===== src/rtl/video_timing.sv =====
// video_timing: raster timing generator (default 1024x768@60, XGA).
// Presents registered pixel coordinates, sync, blanking and line/frame
// strobes, and counts completed frames. Advances one pixel per enabled clk.
module video_timing #(
    parameter int unsigned H_ACTIVE = 1024,
    parameter int unsigned H_FP     = 24,
    parameter int unsigned H_SYNC   = 136,
    parameter int unsigned H_BP     = 160,
    parameter int unsigned V_ACTIVE = 768,
    parameter int unsigned V_FP     = 3,
    parameter int unsigned V_SYNC   = 6,
    parameter int unsigned V_BP     = 29,
    parameter bit          H_POL    = 1'b0,
    parameter bit          V_POL    = 1'b0
) (
    input  logic       clk,
    input  logic       rst_n,
    input  logic       pix_en,
    output logic       hsync,
    output logic       vsync,
    output logic       video_active,
    output logic [9:0] pix_x,
    output logic [9:0] pix_y,
    output logic       line_start,
    output logic       frame_start,
    output logic [7:0] frame_count
);

    localparam int unsigned H_TOTAL = H_ACTIVE + H_FP + H_SYNC + H_BP;
    localparam int unsigned V_TOTAL = V_ACTIVE + V_FP + V_SYNC + V_BP;

    localparam logic [10:0] H_LAST   = 11'(H_TOTAL - 1);
    localparam logic [10:0] H_ACT    = 11'(H_ACTIVE);
    localparam logic [10:0] HS_BEGIN = 11'(H_ACTIVE + H_FP);
    localparam logic [10:0] HS_END   = 11'(H_ACTIVE + H_FP + H_SYNC);
    localparam logic [9:0]  V_LAST   = 10'(V_TOTAL - 1);
    localparam logic [9:0]  V_ACT    = 10'(V_ACTIVE);
    localparam logic [9:0]  VS_BEGIN = 10'(V_ACTIVE + V_FP);
    localparam logic [9:0]  VS_END   = 10'(V_ACTIVE + V_FP + V_SYNC);

    logic [10:0] h_cnt;
    logic [9:0]  v_cnt;

    logic h_vis, v_vis, h_sync_win, v_sync_win;
    logic h_first, v_first, h_last, v_last;

    // Decode of the raster position currently being presented
    always_comb begin
        h_vis      = (h_cnt < H_ACT);
        v_vis      = (v_cnt < V_ACT);
        h_sync_win = (h_cnt >= HS_BEGIN) && (h_cnt < HS_END);
        v_sync_win = (v_cnt >= VS_BEGIN) && (v_cnt < VS_END);
        h_first    = (h_cnt == '0);
        v_first    = (v_cnt == '0);
        h_last     = (h_cnt == H_LAST);
        v_last     = (v_cnt == V_LAST);
    end

    // Raster counters: h wraps every line, v steps on the h wrap
    always_ff @(posedge clk or negedge rst_n) begin
        if (!rst_n) begin
            h_cnt <= '0;
            v_cnt <= '0;
        end else if (pix_en) begin
            if (h_last) begin
                h_cnt <= '0;
                v_cnt <= v_last ? '0 : v_cnt + 10'd1;
            end else begin
                h_cnt <= h_cnt + 11'd1;
            end
        end
    end

    // Registered outputs; strobes are single-clk even with sparse enables
    always_ff @(posedge clk or negedge rst_n) begin
        if (!rst_n) begin
            hsync        <= !H_POL;
            vsync        <= !V_POL;
            video_active <= 1'b0;
            pix_x        <= '0;
            pix_y        <= '0;
            line_start   <= 1'b0;
            frame_start  <= 1'b0;
            frame_count  <= '0;
        end else if (pix_en) begin
            hsync        <= h_sync_win ? H_POL : !H_POL;
            // vsync only moves on line boundaries so it spans whole lines
            if (h_first)
                vsync    <= v_sync_win ? V_POL : !V_POL;
            video_active <= h_vis && v_vis;
            pix_x        <= h_vis ? h_cnt[9:0] : '0;
            pix_y        <= v_cnt;
            line_start   <= h_first;
            frame_start  <= h_first && v_first;
            if (h_last && v_last)
                frame_count <= frame_count + 8'd1;
        end else begin
            line_start   <= 1'b0;
            frame_start  <= 1'b0;
        end
    end

endmodule


===== config.mk =====
export PLATFORM = sky130hd
export DESIGN_NAME = video_timing
export DESIGN_NICKNAME = d
export VERILOG_FILES = /design/src/rtl/video_timing.sv
export SDC_FILE = /design/constraint.sdc
export NUM_CORES = 1
export LEC_CHECK = 0
export CORE_MARGIN = 4
export CORE_UTILIZATION = 55
export CTS_BUF_LIST = sky130_fd_sc_hd__clkbuf_4 sky130_fd_sc_hd__clkbuf_8 sky130_fd_sc_hd__clkbuf_16
export DETAILED_ROUTE_END_ITERATION = 10
export PLACE_DENSITY_LB_ADDON = 0.12
export SKIP_CTS_REPAIR_TIMING = 1
export SYNTH_ARGS = -nofsm -noshare
export SYNTH_HDL_FRONTEND = slang
export SYNTH_SLANG_ARGS = --single-unit

===== constraint.sdc =====
create_clock -name clk -period 4.2 [get_ports clk]
set_input_delay 0.84 -clock clk [delete_from_list [all_inputs] [get_ports clk]]
set_output_delay 0.84 -clock clk [all_outputs]
set_load 0.005 [all_outputs]

== Yosys cells after proc, flatten, opt, wreduce, memory -nomap -nowiden ==
Index checks and enable logic that the tools add are counted.
Word-level totals
  flip-flop bits (word level): 54
  bits in latches: 0
  memory bits (writable): 0
  ROM bits: 0
  input port bits: 3
  output and inout port bits: 33
  logic and storage cells: 38
  memories kept: 0
Cells by class
  add/sub/neg operators: 3
  multiply operators: 0
  divide/modulo/power cells: 0
  order comparisons: 6
  equal/unequal tests: 2
  shift-type cells: 0
  muxes and demuxes: 7
  bitwise operators: 0
  reductions and logical operators: 10
Operators by type and width (number)
  < comparator 11 bit, second input constant: 2
  < comparator 10 bit, second input constant: 2
  2-to-1 mux 10 bit: 2
  adder 11 x 1 -> 11 bit, second input constant: 1
  equality test 11 bit, second input constant: 1
  >= comparator 11 bit, second input constant: 1
  zero test 11 bit: 1
  2-to-1 mux 11 bit: 1
  adder 10 x 1 -> 10 bit, second input constant: 1
  equality test 10 bit, second input constant: 1
  >= comparator 10 bit, second input constant: 1
  zero test 10 bit: 1
  adder 8 x 1 -> 8 bit, second input constant: 1
  AND reduction 2 bit: 3
  logical AND 1 bit: 5
  2-to-1 mux 1 bit: 4

== Longest topological paths before layout ==
  depth in word-level cells: 3
  mapped depth: 7
  mapped depth without buffers: 6

== Least setup slack after synthesis ==
OpenSTA, ideal clock, no wires.
  path type: input to register
  from: input port pix_en
  to: register frame_count[7]
  arrival time: 1.780 ns
  slack: 2.341 ns
  stages on the path: 5
  buffers on the path: 1
  cell sequence: and3_1 > nand4_2 > buf_6 > nor4_4 > xor2_1
On the way
  longest elaborated chain between the ends: 1
Ends and longest elaborated chain
  start, declared: line 18  | input logic pix_en,
  AND reduction 2 bit (no line)
  end signal, assigned: line 96  | frame_count <= frame_count + 8'd1;
  end, declared: line 26  | output logic [7:0] frame_count
No other way between the ends.
A chain may end at the register's enable or synchronous reset.

== Worst setup path in the final report ==
  from: input port pix_en
  to: register vsync
On the way
  longest elaborated chain between the ends: 1
Ends and longest elaborated chain
  AND reduction 2 bit (no line)
  end signal, assigned: line 78  | vsync <= !V_POL;
  end signal, assigned: line 89  | vsync <= v_sync_win ? V_POL : !V_POL;
  end, declared: line 20  | output logic vsync,
No other way between the ends.

==> impl_metrics.env <==
export IMPL_path_buf_inv=2
export IMPL_synth_area_per_cell_um2=10.8
export IMPL_coreArea_um2=4470
export IMPL_placementRows=24
export IMPL_cp_slowest_cell="clkdlybuf4s50_1"
export IMPL_status="finished clean"
export IMPL_vdd_drop_max_mv=0.217
export IMPL_worstPathRequired_ns=4.44
export IMPL_grt_overflow=0
export IMPL_seqCellArea_um2=1350
export IMPL_first_global_vias=1747
export IMPL_grt_max_degree=55
export IMPL_hold_viol=0
export IMPL_rsz0062_at_grt="false"
export IMPL_min_period_ns=2.45
export IMPL_first_iter_violations=93
export IMPL_root_buffer="clkbuf_8"
export IMPL_fin_crit_sh_pct=58.3
export IMPL_antenna_found_initial=0
export IMPL_wl_per_cell_um=15.4
export IMPL_dr_pass1_iters=4
export IMPL_clkTransAtPathRegs_ns=0.08
export IMPL_h_tree_depth=2
export IMPL_synth_nets=252
export IMPL_cap_violations=0
export IMPL_p_per_area_nw_per_um2=348
export IMPL_ys_warn_count=0
export IMPL_ys_ff_latch=54
export IMPL_io_buffers=35
export IMPL_final_cell_mix="dfrtp_1 (52), clkdlybuf4s50_1 (34), o21ai_0 (20)"
export IMPL_post_route_util_pct=68.5
export IMPL_tns_ns=0
export IMPL_drive_gt1_share_pct=13.6
export IMPL_fp_dieH_um=77.1
export IMPL_crit_path_end_kind="flop"
export IMPL_synth_cell_types=44
export IMPL_viasPerCell=5.68
export IMPL_initial_core_util_pct=58.6
export IMPL_multi_input_area_um2=1120
export IMPL_setup_violations=0
export IMPL_insertion_delay_ns=0.31
export IMPL_routed_wl_um=5020
export IMPL_die_area_um2=5940
export IMPL_hold_path_class="reg -> reg"
export IMPL_worst_ep_arrival_time_ns=2.69
export IMPL_relSlewSlack_pct=55.2
export IMPL_layout_nets=282
export IMPL_via_count=1846
export IMPL_cts_tree="yes"
export IMPL_slew_violations=0
export IMPL_syn_inst=242
export IMPL_p_leak_nw=1.37
export IMPL_finClkSkew_ns=0.00905
export IMPL_dpl_hpwl_um=3500
export IMPL_synth_area_um2=2620
export IMPL_post_route_drc_count=0
export IMPL_antennaDiodeCount=0
export IMPL_area_delta_synth_final_pct=16.8
export IMPL_grtUsageTotal_pct=18.2
export IMPL_n_fill_cell=354
export IMPL_grt_pass1_wl_um=8650
export IMPL_crit_fanout=40
export IMPL_worstSetupPathType="in -> reg"
export IMPL_path_delay_family="buffers and inverters"
export IMPL_antenna_left=0
export IMPL_cts_sinks=54
export IMPL_die_x_um=77.1
export IMPL_cts_buffers_inserted=5
export IMPL_max_freq_mhz=408
export IMPL_path_cells="clkdlybuf4s50_1 -> buf_4 -> nor4b_1 -> nand2_1 -> and4bb_2 -> mux2_2"
export IMPL_worstMarginPinSlew_ns=0.671
export IMPL_pin_count=36
export IMPL_max_stage_delay_ns=0.48
export IMPL_ys_seq_area_share_pct=51.6
export IMPL_gp_congestion=0.843
export IMPL_final_common_cell="dfrtp_1"
export IMPL_clock_path_buffers=2
export IMPL_start_kind="primary input"
stage by stage:
stage	instance area [µm²]	hold slack, ns	instances	setup slack, ns	power (W)
4_1_cts	3060	0.494	325	1.74	0.00108
2_1_floorplan	2620	0.465	242	2.34	0.000702
3_3_place_gp	2970	0.459	317	1.47	0.000776
6_report	3060	0.487	325	1.75	0.00107
5_1_grt	3060	0.515	325	1.61	0.00113
3_5_place_dp	2970	0.478	317	1.40	0.000781
layer usage:
metal	GRT usage [%]	share of wire, %	wire [µm]	vias to the layer above
met1	27.5	49	2460	880
li1	-	-	-	907
met5	0	0	0	-
met2	25.7	44	2190	52
met3	3.51	5.8	291	7
met4	7.47	1.5	76	0
kinds of logic (layout without fill, tap and decap cells):
group / count (synthesis) / count (layout) / synth area share (%)
buffers and inverters: 33 / 64 / 5.58
adder cells (fa/ha/maj): 7 / 7 / 3.34
XOR/XNOR: 15 / 15 / 5.01
AND/OR/NAND/NOR: 80 / 80 / 20.1
multiplexers: 15 / 15 / 6.39
AO/OA/AOI/OAI: 38 / 38 / 7.97
flip-flops: 54 / 54 / 51.6
where the power goes:
part           leakage (nW)  total (W)  switching (W)  internal (W)
registers             0.676   0.000623      0.0000581      0.000565
clock network        0.0498   0.000295       0.000157      0.000138
logic                 0.640   0.000147      0.0000669     0.0000801
final timing paths:
kind                           startpoint             end  slack (ns)  cells past startpoint
setup / recovery                   pix_en           vsync        1.75                      6
hold / removal             frame_count[7]  frame_count[7]        0.49                      1
setup reg to reg                h_cnt[10]  frame_count[1]        2.06                      4
hold reg to reg            frame_count[7]  frame_count[7]        0.49                      1
max in group asynchronous           rst_n       h_cnt[10]        3.11                      2
min in group asynchronous           rst_n        v_cnt[0]        0.64                      2
cells in the mapped netlist (all sizes together):
cell / instances / share of area (%)
nor3b: 1 / 0.29
xor2: 9 / 3.0
a311oi: 1 / 0.33
o31ai: 1 / 0.29
and3: 5 / 1.2
and2: 2 / 0.48
nand3: 13 / 2.5
nand2b: 1 / 0.24
nor2: 7 / 1.0
mux2i: 1 / 0.38
ha: 7 / 3.3
dfrtp: 52 / 50
or3: 3 / 0.81
dfstp: 2 / 2.0
mux2: 14 / 6.0
clkbuf: 5 / 0.72
o21ai: 20 / 3.8
nor2b: 1 / 0.24
o21ba: 1 / 0.38
a21o: 1 / 0.29
xnor2: 6 / 2.0
inv: 19 / 2.7
buf: 9 / 2.1
nor3: 8 / 1.5
a21oi: 12 / 2.3
nand3b: 10 / 2.9
nand4: 9 / 3.0
and4: 2 / 0.72
o211ai: 1 / 0.29
and4b: 1 / 0.38
nor4b: 2 / 1.2
nor4: 4 / 1.8
a21boi: 1 / 0.29
nand2: 10 / 1.4
and4bb: 1 / 0.48
sequential cells by signal, summed over array words and instances (netlist names), 8 cells and up:
signal,count
h_cnt,11
pix_y,10
v_cnt,10
frame_count,8
pix_x,10
worst register-to-register path, delay by kind of cell (launching register included):
| family | cells | cell delay [ns] |
|---|---|---|
| muxes | 1 | 0.35 |
| DFF | 1 | 0.63 |
| and+or+nand+nor | 3 | 1.05 |
cell type report:
cell class / count / area share (%)
Sequential cell: 54 / 44.2
Multi-Input combinational cell: 155 / 36.6
Timing Repair Buffer: 37 / 11.8
Clock buffer: 8 / 2.98
Inverter: 19 / 2.33
Tap cell: 52 / 2.12
No activity file was read; power rests on OpenSTA's default activity.
